File: src/rtl/control_sequencer.sv
// Programmable control-word sequencer: a start pulse plays a per-mode
// microprogram from a writable table, with hold, abort and zero-gap restart.
module control_sequencer #(
   parameter int CTRL_W    = 4,
   parameter int MAX_STEPS = 8,
   parameter int MODE_W    = 1,
   parameter int STEP_W    = 3
) (
   input  logic              clock,
   input  logic              reset,
   input  logic              start,
   input  logic [MODE_W-1:0] mode,
   input  logic              hold,
   input  logic              abort,
   input  logic              cfg_we,
   input  logic [MODE_W-1:0] cfg_mode,
   input  logic [STEP_W-1:0] cfg_step,
   input  logic [CTRL_W-1:0] cfg_data,
   input  logic              cfg_last,
   output logic [CTRL_W-1:0] out,
   output logic              d,
   output logic              busy,
   output logic [STEP_W-1:0] step
);
   localparam int NUM_MODES = 1 << MODE_W;
   localparam logic [STEP_W-1:0] LAST_IDX = STEP_W'(MAX_STEPS - 1);

   typedef enum logic {IDLE, RUN} state_t;

   state_t            state, state_nxt;
   logic [STEP_W-1:0] step_q, step_nxt;
   logic [MODE_W-1:0] mode_l, mode_nxt;
   logic [CTRL_W-1:0] word_tbl [NUM_MODES][MAX_STEPS];
   logic              last_tbl [NUM_MODES][MAX_STEPS];
   logic [CTRL_W-1:0] cur_word;
   logic              cur_last;
   logic              final_step;

   function automatic logic [CTRL_W-1:0] default_word(input int m, input int s);
      case (s)
         0:       default_word = CTRL_W'(4'b0010);
         1:       default_word = CTRL_W'(4'b0110);
         2:       default_word = ((m & 1) == 0) ? CTRL_W'(4'b1010) : CTRL_W'(4'b1011);
         default: default_word = '0;
      endcase
   endfunction

   // Unused entries default to last=1 so a stray mode can never run past them.
   always_ff @(posedge clock) begin
      if (reset) begin
         for (int m = 0; m < NUM_MODES; m++) begin
            for (int s = 0; s < MAX_STEPS; s++) begin
               word_tbl[m][s] <= default_word(m, s);
               last_tbl[m][s] <= (s >= 2);
            end
         end
      end else if (cfg_we && state == IDLE && int'(cfg_step) < MAX_STEPS) begin
         word_tbl[cfg_mode][cfg_step] <= cfg_data;
         last_tbl[cfg_mode][cfg_step] <= cfg_last;
      end
   end

   always_ff @(posedge clock) begin
      if (reset) begin
         state  <= IDLE;
         step_q <= '0;
         mode_l <= '0;
      end else begin
         state  <= state_nxt;
         step_q <= step_nxt;
         mode_l <= mode_nxt;
      end
   end

   assign cur_word   = word_tbl[mode_l][step_q];
   assign cur_last   = last_tbl[mode_l][step_q];
   assign final_step = cur_last || (step_q == LAST_IDX);
   assign step       = step_q;

   always_comb begin
      state_nxt = state;
      step_nxt  = step_q;
      mode_nxt  = mode_l;
      out       = '0;
      d         = 1'b0;
      busy      = 1'b0;
      case (state)
         IDLE: begin
            if (start) begin
               mode_nxt  = mode;
               step_nxt  = '0;
               state_nxt = RUN;
            end
         end
         RUN: begin
            out  = cur_word;
            busy = 1'b1;
            if (abort) begin
               state_nxt = IDLE;
               step_nxt  = '0;
            end else if (!hold) begin
               if (!final_step) begin
                  step_nxt = step_q + 1'b1;
               end else begin
                  // Completing step: a concurrent start relaunches with no idle gap.
                  d        = !reset;
                  step_nxt = '0;
                  if (start) mode_nxt = mode;
                  else       state_nxt = IDLE;
               end
            end
         end
         default: begin
            state_nxt = IDLE;
            step_nxt  = '0;
         end
      endcase
   end
endmodule

File: config.mk
export PLATFORM = sky130hd
export DESIGN_NAME = control_sequencer
export DESIGN_NICKNAME = d
export VERILOG_FILES = /design/src/rtl/control_sequencer.sv
export SDC_FILE = /design/constraint.sdc
export NUM_CORES = 1
export LEC_CHECK = 0
export CAP_MARGIN = 15
export CORE_ASPECT_RATIO = 1.1
export CORE_MARGIN = 2
export CORE_UTILIZATION = 55
export DETAILED_ROUTE_END_ITERATION = 16
export PLACE_DENSITY_LB_ADDON = 0.15
export SLEW_MARGIN = 5
export SYNTH_ARGS = -nofsm -noshare
export SYNTH_HDL_FRONTEND = slang
export SYNTH_SLANG_ARGS = --single-unit
File: constraint.sdc
create_clock -name clock -period 3.71 [get_ports clock]
set_clock_uncertainty 0.15 [all_clocks]
set_input_delay 1.113 -clock clock [delete_from_list [all_inputs] [get_ports clock]]
set_output_delay 1.113 -clock clock [all_outputs]
set_load 0.1 [all_outputs]
==> flow_summary_export.csv <==
group,metric,value,unit
clocking,holdBufCountCts,0,
clocking,insertion_delay,0.34,ns
grt,grtUsageMet2,0.347,
place,post-place-ws,0.161,ns
sta,slew_headroom,0.494,
floorplan,dieArea,0.00788,mm^2
yosys,synth_cells,264,
final_layout,drive_gt1_frac,0.239,
floorplan,die_width,84.8,um
drt,drtIter0Drc,191,
sta,setup_viol,0,
setup_path,arrival,2.37,ns
yosys,ys_types,34,
yosys,ys.flop_type,"edfxtp_1",
yosys,yosysTopAreaCell,"edfxtp_1",
grt,grt_pass1_wl,12.6,mm
setup_path,critical_path.max_stage_delay,0.62,ns
final_layout,utilization,0.654,
yosys,yosys.area_share.simple,0.152,
setup_path,reg2reg_slack,1.29,ns
sta,finalMaxSlewViolations,0,
power_and_ir_drop,clkPwrFrac,0.284,
sta,worst_pin_slew,0.751,ns
place,dpl.cell_count,372,
sta,finalHoldViolCount,0,
floorplan,start_util,0.564,
final_layout,fin_nets,318,
place,io_buffers,24,
yosys,synth_top_area_frac,0.608,
status,run_status,"complete, no violations",
yosys,muxShareOfSynthArea,0.150,
power_and_ir_drop,intPower,1.45,mW
place,dpl_cell_area,0.00440,mm^2
drt,via_count,2313,
yosys,synth-edff-count,80,
sta,fmax,276,MHz
setup_path,cp_max_fo,10,
yosys,synthAdderAreaFrac,0.00633,
yosys,synthesis.nets,282,
clocking,clk_pin_slew,0.08,ns
drt,via_per_inst,5.93,
setup_path,start_kind,"flip-flop",
sta,fin_crit,3.63,ns
drt,wl,8.24,mm
final_layout,post_layout_nonfiller_instances,390,
power_and_ir_drop,pwr-share-seq,0.595,
power_and_ir_drop,finalPower,1.90,mW
power_and_ir_drop,power.leakage,1.58,nW
floorplan,core-area,0.00701,mm^2
setup_path,crit_required,2.45,ns
final_layout,n_antenna_cell,0,
setup_path,cpMostUsedCell,"buf_12",
grt,track_usage,0.225,
clocking,max-clock-path-buffers,2,
sta,setup-tns-final,0,ns
yosys,synth-xor-area-share,0,
floorplan,dieHeight,92.9,um
drt,wl_per_cell,21.1,um
clocking,root_buffer,"clkbuf_8",
yosys,ys_ff_latch,86,
power_and_ir_drop,combPwrFrac,0.122,
power_and_ir_drop,power_density,413,mW/mm^2
grt,antenna_found_initial,0,
clocking,htree_levels,3,
power_and_ir_drop,vdd_drop_max,0.251,mV
drt,ant_nets,0,
sta,setup_ws,0.0803,ns
yosys,syn_avg_cell_area,15.0,um^2
yosys,synth_common_cells,"edfxtp_1 (80), nor2_1 (27), and2_1 (21), mux4_2 (16), nand2b_1 (13)",
setup_path,slowest_stage,"mux4_1",
yosys,ys_warn_count,0,
place,hpwl,5.76,mm
drt,dr.pass1.iters,4,
power_and_ir_drop,p_switching,443,uW
clocking,cts_tree,"done",
worst_hold_path,hold_path.class,"reg2reg",
clocking,cts_sinks,86,
floorplan,io_pins,25,
run,max_cap_viol_count,0,
yosys,synthTopCellsByArea,"edfxtp_1 (61%), mux4_2 (9.1%), mux4_1 (5.3%), and2_1 (3.3%), dfxtp_1 (3.0%)",
yosys,synth-seq-area-share,0.638,
sta,finalCritPeriodShare,0.978,
final_layout,area_growth,16.0,%
grt,use_met3,0.0561,
setup_path,end_kind,"output port",
grt,gr-usage-met1,0.317,
grt,gr-total-overflow,0,
yosys,synth_compound_area_frac,0.0291,
grt,busiest_layer,"met2",
yosys,synth_top_family_by_area,"simple AND/OR/NAND/NOR gates",
yosys,yosysMostFrequentCell,"edfxtp_1",
grt,grt_start_max_net_pins,24,
yosys,synth_area,0.00395,mm^2
final_layout,stdcell_area,0.00459,mm^2
sta,rsz0062_at_grt,"no",
grt,grt_pass1_vias,2203,
setup_path,crit_path_cell_trace,"buf_12 -> mux4_1 -> mux4_2 -> and2_1 -> buf_12",
floorplan,rows,32,
clocking,cts_buffers,9,
yosys,async_flop_share,0,
power_and_ir_drop,swShare,0.234,
setup_path,critPathKind,"reg2out",
place,place_congestion,0.806,
drt,drc,0,
sta,hold_ws,0.404,ns
logic make-up (layout without fill, tap and decap cells):
logic type	after synthesis	count (layout)
AOI/OAI and AO/OA	16	16
adders and majority gates	2	2
buffers and inverters	23	64
DFF	86	86
muxes	26	26
and+or+nand+nor	111	111
power by group through the flow:
stage          Sequential (mW)  Clock (mW)  Combinational [mW]
2_1_floorplan             1.14           0               0.136
3_3_place_gp              1.15           0               0.223
3_5_place_dp              1.15           0               0.224
4_1_cts                   1.13       0.547               0.226
5_1_grt                   1.13       0.584               0.246
6_report                  1.13       0.538               0.230
final timing paths:
check / start / to / cells past startpoint
worst max-delay path: flip-flop / out[1] / 5
worst min-delay path: mode_l / flip-flop / 2
worst max register to register: flip-flop / step[0] / 7
worst min register to register: mode_l / flip-flop / 2
area by class of cell:
class / count / area (um^2)
inverters: 8 / 30.0
fillers: 501 / 2420
multi-input cells: 155 / 1340
well taps: 85 / 106
repair buffers: 40 / 430
flip-flops and latches: 86 / 2530
clock buffers: 13 / 139
clock inverters: 3 / 15.0
layer usage:
layer	up-vias	part of all wire
met5	-	0
met4	0	0.023
met3	14	0.082
met2	94	0.48
met1	1133	0.42
li1	1072	-
critical path: cells and delay by family (launching register included):
kind                   cells  cell delay (ns)
buffers and inverters      2             0.33
flip-flops                 1             0.40
multiplexers               2             1.10
AND/OR/NAND/NOR            1             0.19
cells in the final DEF, fill, tap and decap left out, types with 2 or more instances in the layout:
cell	netlist	routed
mux2_2	2	2
and2_1	21	21
buf_12	0	6
nor4_1	4	4
mux4_1	8	7
nand2b_1	13	13
a21oi_1	7	7
mux4_2	16	17
o21ai_0	2	2
edfxtp_1	80	80
ha_1	2	2
a22o_1	3	3
nor3_1	9	9
dfxtp_1	6	4
nand4b_1	2	2
nand2_1	12	12
buf_4	0	18
clkbuf_8	0	9
clkinv_2	0	3
clkbuf_1	9	4
or2_2	11	11
nand3b_1	3	3
clkdlybuf4s50_1	0	15
nor2_1	27	26
or3_1	3	3
inv_1	8	8
registers in the layout (all words and copies together), names as in the netlist, named ones only:
signal / count
last_tbl: 16
mode_l: 1
step: 3
state: 1
word_tbl: 64
timing repair:
| item | CTS | global route |
|---|---|---|
| gates resized for setup | 0 | 2 |
| endpoints found under the setup margin | 0 | 3 |
| buffers inserted | 0 | 1 |
No activity file was read; power rests on OpenSTA's default activity.
